<file path="src/rtl/ladybird_ram_arbiter.sv">
// Two-requester arbiter in front of one in-order shared RAM port.
// Ports: req/gnt/addr/wstrb/wdata/rvalid/rdata per requester, m_* RAM side,
// err sticky on an unexpected read return. Optional LADYBIRD_RAM_ARB_RR_EN.
module ladybird_ram_arbiter #(
  parameter int XLEN            = 32,
  parameter int MAX_OUTSTANDING = 4
) (
  input  logic              clk,
  input  logic              nrst,
  input  logic [1:0]        req,
  output logic [1:0]        gnt,
  input  logic [2*XLEN-1:0] addr,
  input  logic [7:0]        wstrb,
  input  logic [2*XLEN-1:0] wdata,
  output logic [1:0]        rvalid,
  output logic [XLEN-1:0]   rdata,
  output logic              m_req,
  input  logic              m_gnt,
  output logic [XLEN-1:0]   m_addr,
  output logic [3:0]        m_wstrb,
  output logic [XLEN-1:0]   m_wdata,
  input  logic              m_rvalid,
  input  logic [XLEN-1:0]   m_rdata,
  output logic              err
);

  localparam int PW = $clog2(MAX_OUTSTANDING);
  localparam int CW = PW + 1;

  logic [CW-1:0]              cnt;
  logic [PW-1:0]              wptr;
  logic [PW-1:0]              rptr;
  logic [MAX_OUTSTANDING-1:0] tags;

  logic [1:0] is_wr;
  logic [1:0] elig;
  logic       any;
  logic       full;
  logic       win;
  logic       push;
  logic       pop;
  logic       empty;

  assign full     = (cnt == CW'(MAX_OUTSTANDING));
  assign empty    = (cnt == '0);
  assign is_wr[0] = |wstrb[3:0];
  assign is_wr[1] = |wstrb[7:4];
  assign elig     = req & (is_wr | {2{~full}});
  assign any      = |elig;

`ifdef LADYBIRD_RAM_ARB_RR_EN
  logic pri;

  // Under contention the pointer picks; otherwise the lone eligible wins.
  assign win = (&elig) ? pri : elig[1];

  always_ff @(posedge clk) begin
    if (!nrst) begin
      pri <= 1'b0;
    end else if (|gnt) begin
      pri <= ~win;
    end
  end
`else
  assign win = ~elig[0];
`endif

  always_comb begin
    m_req   = any;
    m_addr  = '0;
    m_wstrb = '0;
    m_wdata = '0;
    gnt     = 2'b00;
    push    = 1'b0;
    if (any) begin
      m_addr  = win ? addr[2*XLEN-1:XLEN]  : addr[XLEN-1:0];
      m_wdata = win ? wdata[2*XLEN-1:XLEN] : wdata[XLEN-1:0];
      m_wstrb = win ? wstrb[7:4]           : wstrb[3:0];
      if (m_gnt) begin
        gnt  = win ? 2'b10 : 2'b01;
        push = ~is_wr[win];
      end
    end
  end

  // Read data passes straight through; rvalid steers it to the tag owner.
  assign pop    = m_rvalid & ~empty;
  assign rvalid = pop ? (tags[rptr] ? 2'b10 : 2'b01) : 2'b00;
  assign rdata  = m_rdata;

  always_ff @(posedge clk) begin
    if (!nrst) begin
      cnt  <= '0;
      wptr <= '0;
      rptr <= '0;
      err  <= 1'b0;
    end else begin
      if (push) begin
        tags[wptr] <= win;
        wptr       <= wptr + 1'b1;
      end
      if (pop) begin
        rptr <= rptr + 1'b1;
      end
      cnt <= cnt + CW'(push) - CW'(pop);
      if (m_rvalid && empty) begin
        err <= 1'b1;
      end
    end
  end

endmodule

</file>
<file path="config.mk">
export PLATFORM = sky130hd
export DESIGN_NAME = ladybird_ram_arbiter
export DESIGN_NICKNAME = d
export VERILOG_FILES = /design/src/rtl/ladybird_ram_arbiter.sv
export SDC_FILE = /design/constraint.sdc
export NUM_CORES = 1
export LEC_CHECK = 0
export CELL_PAD_IN_SITES_DETAIL_PLACEMENT = 0
export CELL_PAD_IN_SITES_GLOBAL_PLACEMENT = 1
export CORE_MARGIN = 2
export CORE_UTILIZATION = 11
export CTS_BUF_LIST = sky130_fd_sc_hd__clkbuf_4 sky130_fd_sc_hd__clkbuf_8
export DETAILED_ROUTE_END_ITERATION = 10
export PLACE_DENSITY = 0.74
export SLEW_MARGIN = 20
export SYNTH_ARGS = -nofsm -noshare
export SYNTH_HDL_FRONTEND = slang
export SYNTH_SLANG_ARGS = --single-unit
</file>
<file path="constraint.sdc">
create_clock -name clk -period 2.25 [get_ports clk]
set_input_delay 0.225 -clock clk [delete_from_list [all_inputs] [get_ports clk]]
set_output_delay 0.225 -clock clk [all_outputs]
set_load 0.005 [all_outputs]
</file>
==> results.toml, run 1 <==
[grt]
wire_length_of_the_first_global_routing_pass_mm = 13.3
global_route.usage.total_pct = 10.6
pin_count_of_the_biggest_net_entering_global_routing = 35
grt_antenna_before_repair = 0
number_of_global_route_vias_before_repair = 2402
global_route.overflow_total = 0

[sta]
timing_hold_violations_final = 0
slew-limit-headroom_pct = 73.3
grt_setup_unrepaired = "yes"
timing_max_transition_violations_final = 0
finalCritPeriodShare_pct = 102
timing.fmax_ghz = 0.435
final.setup.worst_slack_ns = -0.0501
worstMarginPinSlew_ns = 0.400
min_period_ns = 2.30
totalNegativeSetupSlack_ns = -0.134
timing.final.setup_violations = 5
setup_clock_skew_after_layout_ns = 0.00522

[finish]
nNetsFinal = 573
drive_above_1_share_pct = 16.9
area_delta_synth_final_pct = 144
antenna_cells = 0
layout.area.seq_sq_um = 282
multi_input_gate_area_in_the_final_layout_sq_mm = 0.00107
layout.filler_cells = 1569

[setup_path]
critical_path_cell_by_cell = "buf_2, nor4_4, buf_4, a22oi_2, nor3b_2, inv_1, ha_1, inv_1, ha_2, fa_2, xnor2_2, xnor2_1, and2_1"
critical_path_arrival_ns = 2.43
path_delay_family = "adder cells"
path_max_fanout = 2
critical-path-max-stage-delay_ns = 0.37
critical_path_launch_point_type = "input pin"
cp_data_required_time_ns = 2.38
slowest_stage = "fa_2"
critical_path.reg2reg.endpoint = "cnt[2]"
crit-reg2reg-launch = "cnt[2]"
cp_dominant_cell_by_count = "inv_1"
worst-path-buf-inv = 4
r2r_cells = 11
critical_path_class = "in2reg"
regToRegSetupSlack_ns = -0.01
end_kind = "flop"

[die]
fp.coreArea_sq_mm = 0.0146
die_width_um = 127
design.portCount = 280
full_die_area_sq_mm = 0.0160
dieHeight_um = 127
floorplan.initialDensity_pct = 11.3
std_cell_rows = 44

[routing]
totalWireLength_mm = 9.22
route.detailed.vias_per_inst = 3.92
routed_wire_length_per_instance_um = 16.0
detailroute.via_count = 2252
firstDrtPassIters = 4
antenna_left = 0
detailedRoute.firstIterationViolations = 51
drt_drc_violations_left = 0

[hold_path]
hold_path_startpoint = "m_rdata[13]"
worstHoldEndpoint = "rdata[13]"
hold_class = "in2out"
min_path_cells = 0

[synth]
syn_area_per_cell_sq_um = 8.80
synthCells = 188
yosysTopAreaCell = "a22o_1"
synth_top_area_share_pct = 33.9
post_synth_instance_area_sq_mm = 0.00165
synth.net_count = 369
synth_area_leaders = "a22o_1 34%, buf_4 15%, dfxtp_1 9.7%, edfxtp_1 7.3%, ha_1 4.5%"
synth-async-reset-ratio_pct = 0
post_synth_num_cell_types = 29
synth-warning-count = 0
ys_ff_latch = 12
yosysSeqAreaShare_pct = 16.9
synth_edf_count = 4
synth_top_flop_cell = "dfxtp_1"

[cts]
cts_hold_buffers = 0
clock_edge_transition_at_the_registers_on_the_reported_setup_and_hold_paths_ns = 0.05
cts_root_buf = "clkbuf_8"
cts_tree = "yes"
buffers_from_clock_root_to_sink_at_most = 2
clock_tree.htree_level_count = 1
clock_latency_ns = 0.24
cts-buffers-inserted = 3
tritoncts_num_sinks = 12

[power]
leakagePower_nw = 1.84
pwr_density_cell_mw_per_mm2 = 367
total_power_mw = 1.49
worst_ir_drop_vdd_mv = 0.188

[place]
gpl.final_weighted_congestion = 0.801
place.port_buffers = 215
post-dp-hpwl_mm = 7.47
place_ws_ns = -0.527

[flow_run]
drv_cap = 0

[outcome]
violations = "setup timing"
run_status = "finished with violations"
## metal layers
layer  track usage, %  routed length (um)
met3             3.21                 853
met5                0                   0
met2             22.1                5250
met4             1.55                  45
met1             10.2                3070
## placed cells by master, fill, tap and decap left out, types with 3 or more instances in the layout
cell type	n
clkdlybuf4s50_1	143
a22o_1	64
dlygate4sd2_1	44
buf_4	22
nand2_1	14
clkbuf_2	12
dlymetal6s2s_1	10
and2_1	8
dfxtp_1	7
inv_1	6
ha_1	5
buf_12	5
and3_1	4
o21ai_1	4
edfxtp_1	4
clkbuf_8	3
## what timing repair did
item	in CTS	in global routing
hold endpoints to repair	0	0
endpoints found under the setup margin	72	40
cloned	2	0
setup buffers	8	4
pin swaps	5	12
resized for setup	84	49
## cells in the mapped netlist (2+ instances only)
master	instances
a22o_1	64
and2_1	8
nor2b_1	3
mux2i_1	2
buf_2	2
nor3b_2	2
xnor2_1	3
and3_1	4
clkbuf_1	7
nor4_2	2
buf_6	6
buf_4	32
nand2_1	14
o21ai_1	4
edfxtp_1	4
inv_1	6
ha_1	6
dfxtp_1	8
## cell families (layout without fill, tap and decap cells)
logic type	Yosys count	after routing	synth area share [%]
AOI/OAI and AO/OA	73	73	37.7
and+or+nand+nor	35	35	12.6
xor gates and xnor gates	4	4	2.12
adders and majority gates	7	7	5.75
muxes	3	3	2.57
buffers and inverters	54	257	22.4
DFF	12	12	16.9
## worst max-delay path by stage
stage	start	to	slack (ns)	cells after the start
finish	wstrb[2]	cnt[2]	-0.05	13
global route	wstrb[2]	cnt[2]	-0.16	13
CTS	cnt[0]	m_wdata[2]	-0.11	9
floorplan	wstrb[3]	cnt[2]	-0.09	11
detailed placement	wstrb[3]	cnt[2]	-0.53	12
global placement	wstrb[4]	cnt[2]	-0.49	12
## metrics by stage
stage,cell area [sq um],hold WS [ns],cells,util [%]
detailed placement,3880,0.450,558,26.6
finish,4040,0.450,575,27.7
global placement,3880,0.450,558,26.6
CTS,4020,0.450,572,27.6
global route,4040,0.450,575,27.7
floorplan,1670,0.374,188,-
## worst reg2reg max path, cell delays in order (launching register included)
cell and delay, ns:
dfxtp_1 0.31, nor3b_4 0.17, buf_4 0.14, nor3b_2 0.18, inv_1 0.06, ha_1 0.27, inv_1 0.05, ha_2 0.17
fa_2 0.37, xnor2_2 0.15, xnor2_1 0.13, and2_1 0.15
## layout make-up
type	count	area share, %
well taps	184	5.69
repair buffers	246	59.1
flip-flops and latches	12	6.96
inverters	7	0.650
multi-input cells	122	26.5
clock buffers	3	1.02
clock inverters	1	0.0928
## sequential cells by signal, summed over array words and instances, names as in the netlist
register	flops
rptr	2
wptr	2
cnt	3
tags	4
err	1
## power breakdown
group	internal (mW)	leakage, nW	switching, mW
sequential	0.267	0.102	0.0385
combinational	0.645	1.71	0.339
clock	0.120	0.0231	0.0754
total	1.03	1.84	0.453
Power figures use the tool's default switching activity.
==> inputs of run 2 (changes only) <==
--- a/config.mk
+++ b/config.mk
@@ -5,13 +5,14 @@
 export SDC_FILE = /design/constraint.sdc
 export NUM_CORES = 1
 export LEC_CHECK = 0
+export ABC_CLOCK_PERIOD_IN_PS = 2550
 export CELL_PAD_IN_SITES_DETAIL_PLACEMENT = 0
 export CELL_PAD_IN_SITES_GLOBAL_PLACEMENT = 1
 export CORE_MARGIN = 2
-export CORE_UTILIZATION = 11
+export CORE_UTILIZATION = 13
 export CTS_BUF_LIST = sky130_fd_sc_hd__clkbuf_4 sky130_fd_sc_hd__clkbuf_8
 export DETAILED_ROUTE_END_ITERATION = 10
-export PLACE_DENSITY = 0.74
+export PLACE_DENSITY = 0.82
 export SLEW_MARGIN = 20
 export SYNTH_ARGS = -nofsm -noshare
 export SYNTH_HDL_FRONTEND = slang
==> constraint.sdc (replaced) <==
create_clock -name clk -period 2.55 [get_ports clk]
set_input_delay 0.255 -clock clk [delete_from_list [all_inputs] [get_ports clk]]
set_output_delay 0.255 -clock clk [all_outputs]
set_load 0.005 [all_outputs]
==> results.toml, run 2 (synthesized netlist as in run 1, its figures left out) <==
[setup_path]
critical_path_launch_point_type = "flop"
critical_path_arrival_ns = 2.22
path_max_fanout = 7
r2r_cells = 12
cp_data_required_time_ns = 2.30
critical_path_class = "reg2out"
end_kind = "output pin"

[die]
std_cell_rows = 41
full_die_area_sq_mm = 0.0136
fp.coreArea_sq_mm = 0.0125
dieHeight_um = 117
floorplan.initialDensity_pct = 13.2
die_width_um = 117
design.portCount = 280

[grt]
gr-max-usage-layer = "met2"
grt_use_met2_pct = 20.0
number_of_global_route_vias_before_repair = 2352
grt_antenna_before_repair = 0
wire_length_of_the_first_global_routing_pass_mm = 12.0
met3_global_route_usage_pct = 2.83
global_route.overflow_total = 0
global_route.usage.total_pct = 11.3
grt_util_met1_pct = 13.4
pin_count_of_the_biggest_net_entering_global_routing = 29

[cts]
cts_hold_buffers = 0
cts_root_buf = "clkbuf_8"
clock_tree.htree_level_count = 1
buffers_from_clock_root_to_sink_at_most = 2
tritoncts_num_sinks = 12
cts_tree = "yes"
cts-buffers-inserted = 3
clock_edge_transition_at_the_registers_on_the_reported_setup_and_hold_paths_ns = 0.05
clock_latency_ns = 0.24

[place]
place.port_buffers = 215
post-dp-hpwl_mm = 6.54
gpl.final_weighted_congestion = 0.794

[flow_run]
drv_cap = 0

[power]
worst_ir_drop_vdd_mv = 0.175
leakagePower_nw = 1.93
pwr_density_cell_mw_per_mm2 = 323

[hold_path]
hold_class = "reg2reg"
min_path_cells = 2

[finish]
antenna_cells = 0
drive_above_1_share_pct = 14.7
layout.cells.most_common = "clkdlybuf4s50_1"
nNetsFinal = 577
regMostFlops = "tags"
layout.filler_cells = 1338
largest_registers = "tags: 4 flops, cnt: 3 flops"
largest_register_ffs = 4
area_delta_synth_final_pct = 153
most_used_cells_in_the_layout_excluding_fill_and_tap_cells = "172 x clkdlybuf4s50_1, 62 x a22o_1, 26 x buf_4"

[sta]
worstMarginPinSlew_ns = 0.389
totalNegativeSetupSlack_ns = 0
min_period_ns = 2.48
holdWs_ns = 0.500
timing.fmax_ghz = 0.404
timing_max_transition_violations_final = 0
finalCritPeriodShare_pct = 97.1
slew-limit-headroom_pct = 74.0
timing_hold_violations_final = 0
timing.final.setup_violations = 0
setup_clock_skew_after_layout_ns = 0.00375

[outcome]
run_status = "finished, final reports clean"

[routing]
drt_drc_violations_left = 0
detailroute.via_count = 2250
firstDrtPassIters = 4
antenna_left = 0
routed_wire_length_per_instance_um = 15.2
route.detailed.vias_per_inst = 3.97
totalWireLength_mm = 8.60
detailedRoute.firstIterationViolations = 78
==> run 2: worst paths after layout <==
| check | startpoint | to | slack, ns |
|---|---|---|---|
| setup / recovery | cnt[1] | m_wdata[30] | 0.07 |
| hold / removal | wptr[1] | wptr[1] | 0.50 |
| setup reg to reg | cnt[1] | tags[3] | 0.26 |
| hold reg to reg | wptr[1] | wptr[1] | 0.50 |
==> run 2: area by class of cell <==
cell class              count  area, sq um  area share, %
flip-flops and latches     12          284           6.80
inverters                   7         26.3          0.629
multi-input cells         122         1080           25.9
well taps                 172          215           5.15
clock buffers               4         48.8           1.17
repair buffers            250         2520           60.3
==> run 2: power breakdown <==
part           internal [mW]  total, mW  leakage [nW]  switching (mW)
combinational          0.592      0.878          1.80           0.286
sequential             0.237      0.283         0.102          0.0460
clock                  0.121      0.188        0.0262          0.0678
total                  0.950       1.35          1.93           0.400
==> run 2: layer usage <==
layer	up-vias	part of all wire, %
met5	-	0
met2	105	51
met1	1038	40
li1	1085	-
met4	0	1.9
met3	22	7.6
==> run 2: metrics by stage <==
stage	util, %	total power [mW]	setup slack [ns]	std cells	instance area [sq um]
after detailed placement	30.6	1.09	-0.329	543	3830
after floorplan	-	0.620	0.0764	188	1650
after global routing	33.4	1.45	-0.0203	567	4180
final	33.4	1.35	0.0729	567	4180
after global placement	30.6	1.08	-0.286	543	3830
after CTS	32.3	1.32	0.00167	561	4040
==> run 2: timing repair <==
item | in CTS | in global routing
pin swaps | 5 | 8
setup buffers | 12 | 6
gates cloned | 2 | 1
setup endpoints to repair | 70 | 45
gates resized for setup | 31 | 37
==> run 2: worst max-delay path: stages, from the launching register on <==
cell and delay (ns):
dfxtp_1 0.36, nor3b_4 0.30, buf_4 0.17, a21bo_4 0.13, nor2_4 0.04, buf_6 0.13, clkbuf_16 0.16, a22o_4 0.23
clkdlybuf4s50_1 0.45
